**config.mk**
```make
export PLATFORM = sky130hd
export DESIGN_NAME = trigger_seq_ctrl
export DESIGN_NICKNAME = d
export VERILOG_FILES = /design/src/rtl/trigger_seq_ctrl.sv
export SDC_FILE = /design/constraint.sdc
export NUM_CORES = 1
export LEC_CHECK = 0
export CORE_ASPECT_RATIO = 0.8
export CORE_MARGIN = 5
export CORE_UTILIZATION = 30
export DETAILED_ROUTE_END_ITERATION = 6
export DONT_BUFFER_PORTS = 1
export SLEW_MARGIN = 20
export SYNTH_ARGS = -nofsm -noshare
export SYNTH_HDL_FRONTEND = slang
export SYNTH_SLANG_ARGS = --single-unit
```
**constraint.sdc**
```tcl
create_clock -name rxclk -period 10.3 [get_ports rxclk]
set_input_delay 1.03 -clock rxclk [delete_from_list [all_inputs] [get_ports rxclk]]
set_output_delay 1.03 -clock rxclk [all_outputs]
set_load 0.1 [all_outputs]
```
**src/rtl/trigger_seq_ctrl.sv**
```systemverilog
// Shot sequencer for the time-of-flight trigger generator.
// Arms the generator, waits for detect_pls_1, captures pulse_tof into a
// small first-word-fall-through FIFO, then disarms for a dead time and re-arms.
// Optional feature: define TRIG_SEQ_TIMESTAMP_EN to store a 32-bit free-running
// timestamp with every result (rd_ts); otherwise rd_ts is tied to zero.
module trigger_seq_ctrl #(
  parameter int FIFO_AW    = 2,
  parameter int CNT_WIDTH  = 16,
  parameter int MIN_DISARM = 4
) (
  input  logic                 rxclk,
  input  logic                 rst,
  input  logic                 cfg_start,
  input  logic                 cfg_stop,
  input  logic                 cfg_continuous,
  input  logic [CNT_WIDTH-1:0] cfg_num_shots,
  input  logic [31:0]          cfg_arm_timeout,
  input  logic [31:0]          cfg_rearm_delay,
  input  logic                 detect_pls_1,
  input  logic [31:0]          pulse_tof,
  output logic                 trig_enable,
  input  logic                 rd_en,
  output logic [31:0]          rd_data,
  output logic [31:0]          rd_ts,
  output logic                 rd_valid,
  output logic                 busy,
  output logic                 done,
  output logic [CNT_WIDTH-1:0] shot_cnt,
  output logic [CNT_WIDTH-1:0] timeout_cnt,
  output logic                 overflow
);

  localparam int DEPTH = 1 << FIFO_AW;
`ifdef TRIG_SEQ_TIMESTAMP_EN
  localparam int FW = 64;
`else
  localparam int FW = 32;
`endif

  typedef enum logic [1:0] {IDLE, ARMED, CAPTURE, REARM} state_t;

  state_t               state;
  logic                 det_q, det_q_d;
  logic [31:0]          timer;
  logic [31:0]          dcnt;
  logic [FIFO_AW-1:0]   wr_ptr, rd_ptr;
  logic [FIFO_AW:0]     count;
  logic [FW-1:0]        mem [DEPTH];
  logic [FW-1:0]        wdata;
  logic [FW-1:0]        head;
  logic                 trig_evt, timeout_hit, push, pop, full, push_ok, last_shot;
  logic [31:0]          rearm_len;
  logic [CNT_WIDTH-1:0] shot_inc, tmo_inc;

  assign trig_evt    = det_q & ~det_q_d;
  assign timeout_hit = (cfg_arm_timeout != '0) && (timer == cfg_arm_timeout - 32'd1);
  assign push        = (state == CAPTURE) && !cfg_stop;
  assign pop         = rd_en && rd_valid;
  assign full        = (count == (FIFO_AW+1)'(DEPTH));
  assign push_ok     = push && (!full || pop);
  assign shot_inc    = (shot_cnt == '1) ? shot_cnt : shot_cnt + 1'b1;
  assign tmo_inc     = (timeout_cnt == '1) ? timeout_cnt : timeout_cnt + 1'b1;
  assign rearm_len   = (cfg_rearm_delay < 32'(MIN_DISARM)) ? 32'(MIN_DISARM) : cfg_rearm_delay;
  // Compare one bit wider so a saturated shot_cnt cannot wrap into a false match.
  assign last_shot   = !cfg_continuous ||
                       ((cfg_num_shots != '0) &&
                        ((CNT_WIDTH+1)'(shot_cnt) + 1'b1 == (CNT_WIDTH+1)'(cfg_num_shots)));

  assign busy     = (state != IDLE);
  assign rd_valid = (count != '0);
  assign head     = mem[rd_ptr];

`ifdef TRIG_SEQ_TIMESTAMP_EN
  logic [31:0] ts;

  // Free-running timestamp, wraps at 2^32
  always_ff @(posedge rxclk) begin
    if (rst) ts <= '0;
    else     ts <= ts + 32'd1;
  end

  assign wdata   = {pulse_tof, ts};
  assign rd_data = head[63:32];
  assign rd_ts   = head[31:0];
`else
  assign wdata   = pulse_tof;
  assign rd_data = head;
  assign rd_ts   = '0;
`endif

  // Detect-pulse synchroniser and edge history
  always_ff @(posedge rxclk) begin
    if (rst) begin
      det_q   <= 1'b0;
      det_q_d <= 1'b0;
    end else begin
      det_q   <= detect_pls_1;
      det_q_d <= det_q;
    end
  end

  // Shot sequencer; trig_enable is registered alongside the state
  always_ff @(posedge rxclk) begin
    if (rst) begin
      state       <= IDLE;
      trig_enable <= 1'b0;
      done        <= 1'b0;
      shot_cnt    <= '0;
      timeout_cnt <= '0;
      overflow    <= 1'b0;
      timer       <= '0;
      dcnt        <= '0;
    end else begin
      done <= 1'b0;
      if (cfg_stop) begin
        state       <= IDLE;
        trig_enable <= 1'b0;
      end else begin
        case (state)
          IDLE: begin
            if (cfg_start) begin
              shot_cnt    <= '0;
              timeout_cnt <= '0;
              overflow    <= 1'b0;
              timer       <= '0;
              state       <= ARMED;
              trig_enable <= 1'b1;
            end
          end
          ARMED: begin
            timer <= timer + 32'd1;
            if (trig_evt) begin
              state       <= CAPTURE;
              trig_enable <= 1'b0;
            end else if (timeout_hit) begin
              timeout_cnt <= tmo_inc;
              dcnt        <= rearm_len;
              state       <= REARM;
              trig_enable <= 1'b0;
            end
          end
          CAPTURE: begin
            shot_cnt <= shot_inc;
            if (push && !push_ok) overflow <= 1'b1;
            if (last_shot) begin
              state <= IDLE;
              done  <= 1'b1;
            end else begin
              dcnt  <= rearm_len;
              state <= REARM;
            end
          end
          REARM: begin
            if (dcnt == 32'd1) begin
              timer       <= '0;
              state       <= ARMED;
              trig_enable <= 1'b1;
            end else begin
              dcnt <= dcnt - 32'd1;
            end
          end
          default: begin
            state       <= IDLE;
            trig_enable <= 1'b0;
          end
        endcase
      end
    end
  end

  // Result FIFO storage and pointers; simultaneous push and pop on full keeps count
  always_ff @(posedge rxclk) begin
    if (rst) begin
      wr_ptr <= '0;
      rd_ptr <= '0;
      count  <= '0;
      for (int unsigned i = 0; i < DEPTH; i++) mem[i] <= '0;
    end else begin
      if (push_ok) begin
        mem[wr_ptr] <= wdata;
        wr_ptr      <= wr_ptr + 1'b1;
      end
      if (pop) rd_ptr <= rd_ptr + 1'b1;
      case ({push_ok, pop})
        2'b10:   count <= count + 1'b1;
        2'b01:   count <= count - 1'b1;
        default: count <= count;
      endcase
    end
  end

endmodule

```
==> flow_summary.toml <==
[status]
status = "finished, final reports clean"

[critical_path]
path_max_fanout = 37
cpMaxStageDelayCell = "dfxtp_1"
cp_data_required_time_ps = 10780
cp.arrival_ps = 5190
cp-end-kind = "flip-flop"
startpoint_type = "flip-flop"
worst_path_largest_cell_delay_ps = 1060
path_class = "flip-flop to flip-flop"
crit_chain = "nand4_1, nor4_1, mux2_2, nor4_1, nand4_1, o21a_1, a21boi_4, buf_4, a21o_1, o21ai_0"

[grt]
grt_pass1_wl_um = 59590
groute.usage.overall = 0.1478
grt_pass1_vias = 10160
grt_max_degree = 69
gr-total-overflow = 0
antenna_found_initial = 0

[clock_tree]
htreeDepth = 1
cts_sinks = 240
cts.clk_slew.worst_paths_ps = 60
cts_tree = "done"
clock_tree.root_cell = "clkbuf_16"
cts_resized = 0
cts_made_buffers = 28
clk_latency_ps = 560
cts_hold_buf = 0
cts_setup_buffers = 0
cts_buffer_depth = 3

[routing]
viasPerCell = 5.215
wl_per_cell_um = 18.97
drtIter0Drc = 838
drt-total-wl_um = 38770
drtPass1Iterations = 5
vias = 10660
drc = 0
ant_nets = 0

[synth]
syn_area_um2 = 13620
yosysTopAreaCell = "edfxtp_1"
synth_edf_count = 128
synth_async_sr_flop_share = 0
syn_area_per_cell_um2 = 9.424
yosysSeqAreaShare = 0.4469
yosys_warnings = 0
synth_top_area_frac = 0.2822
syn_inst = 1445
synth_ff_type = "edfxtp_1"
synth_seq_cells = 240
synth_area_leaders = "edfxtp_1 28%, dfxtp_1 16%, mux4_2 5.3%"
yosysUniqueCellTypes = 83

[place]
dp_hpwl_um = 26560
gp_congestion = 0.8782
place.port_buffers = 0
placed_cells = 1993

[timing]
tightest_slew_ps = 1148
finClkSkew_ps = 15.85
fmax_ghz = 0.2121
finalCriticalPeriod_ps = 4716
max_slew_margin = 0.2334
period_share = 0.4578
drv_slew = 0
grt_setup_unrepaired = "no"
fin_tns_setup_ps = 0
hold_viol = 0
setup-violations-final = 0

[pwr]
power.leakage_nw = 5.160
ir_drop_v = 0.00009466
powerDensity_nw_per_um2 = 157.0

[finish]
instances_no_fill = 2044
area_growth_syn_to_layout_pct = 10.45
fillers = 4533
drive_gt1_frac = 0.1048
diodes = 0
num-nets-final = 1550

[floorplan]
core-area_um2 = 44630
rows = 69
io_pins = 220
start_util = 0.3051
die_area_um2 = 49780
die_h_um = 200.6
die_width_um = 248.2

[min_path]
hold_class = "flip-flop to flip-flop"

[job]
drv_cap = 0
-- path summary, 6_finish.rpt --
kind	startpoint	endpoint	slack, ps	depth (start not counted)
worst max register to register	shot_cnt[1]	dcnt[6]	5580	10
worst min-delay path	det_q	det_q_d	470	1
worst min register to register	det_q	det_q_d	470	1
worst max-delay path	shot_cnt[1]	dcnt[6]	5580	10
-- logic make-up after synthesis --
kind of cell    count (synthesis)  synth area share
compound gates                252            0.1215
xor+xnor                       82           0.05274
fa+ha+maj                      11           0.01066
buf+inv                       182           0.06413
flops                         240            0.4469
mux                            62           0.07506
other cells                     1         0.0002754
simple gates                  615            0.2288
-- final cells by class --
cell class              instances  area, µm²  share of cell area
repair buffers                 29      217.7             0.01447
well taps                     603      754.5             0.05016
clock buffers                  37      764.5             0.05083
clock inverters                14      130.1            0.008652
inverters                      67      251.5             0.01672
multi-input cells            1054       6834              0.4544
flip-flops and latches        240       6088              0.4048
-- layer usage --
layer / vias to the layer above / track usage / wire length [µm]
met3: 36 / 0.05285 / 3811
met5: - / 0 / 0
met1: 5135 / 0.2037 / 17220
li1: 5141 / - / -
met2: 347 / 0.2293 / 17220
met4: 0 / 0.02246 / 523
-- synthesized netlist by cell type, types with 13 or more instances --
master / instances
xor2_1: 33
nor2_1: 174
clkbuf_1: 63
or3_1: 29
buf_4: 33
nand2_1: 139
nand3_1: 49
xnor2_1: 49
dfxtp_1: 112
a21oi_1: 81
edfxtp_1: 128
nand4_1: 32
o21ai_1: 13
mux4_2: 32
and2_1: 34
inv_1: 65
nor3_1: 34
mux2i_1: 29
o21ai_0: 48
nor4_1: 35
-- cell usage in the layout (no fill, tap or decap), drive strengths merged, types with 8 or more instances in the layout --
master	netlist	layout
and3	12	12
nor2	174	174
xnor2	49	49
o211ai	11	11
inv	65	65
xor2	33	33
and4	9	9
edfxtp	128	128
mux2i	29	29
o21ai	61	61
a2111o	8	8
or2	14	14
or3	29	29
mux4	32	32
nand2	139	139
or4	10	10
dfxtp	112	112
nand3	50	50
a211oi	9	9
nor4	38	38
nand2b	12	12
a21oi	81	81
ha	10	10
buf	51	29
o2111ai	9	9
a31o	12	12
nand4	33	33
clkbuf	64	37
conb	1	32
and2	34	34
clkinv	2	12
nor3	36	36
-- metrics by stage --
stage	utilization	area (µm²)	setup slack, ps	hold slack (ps)	power [mW]
2_1_floorplan	-	13730	5324	439.2	1.378
3_3_place_gp	0.3166	14130	5641	455.6	1.405
3_5_place_dp	0.3166	14130	5485	462.4	1.408
4_1_cts	0.3367	15030	5478	470.1	2.399
5_1_grt	0.3370	15040	5301	496.5	2.456
6_report	0.3370	15040	5584	473.4	2.362
-- flip-flops by register name (all words and copies together), names as in the netlist, 2 cells and up, named ones only --
signal / flops
wr_ptr: 2
timer: 32
count: 3
state: 2
timeout_cnt: 16
rd_ptr: 2
dcnt: 32
shot_cnt: 16
mem: 128
-- critical path, delay by kind of cell, from the launching register on --
family | cells | cell delay, ps
muxes | 1 | 400
and+or+nand+nor | 4 | 1860
buffers and inverters | 1 | 310
DFF | 1 | 1060
AOI/OAI and AO/OA | 4 | 990
-- power by group --
part	leakage [nW]	switching (mW)	internal (mW)
Clock	0.433	0.405	0.569
Combinational	2.50	0.269	0.0750
Sequential	2.23	0.0136	1.03
Note: power is estimated with default switching activity, not from simulation.
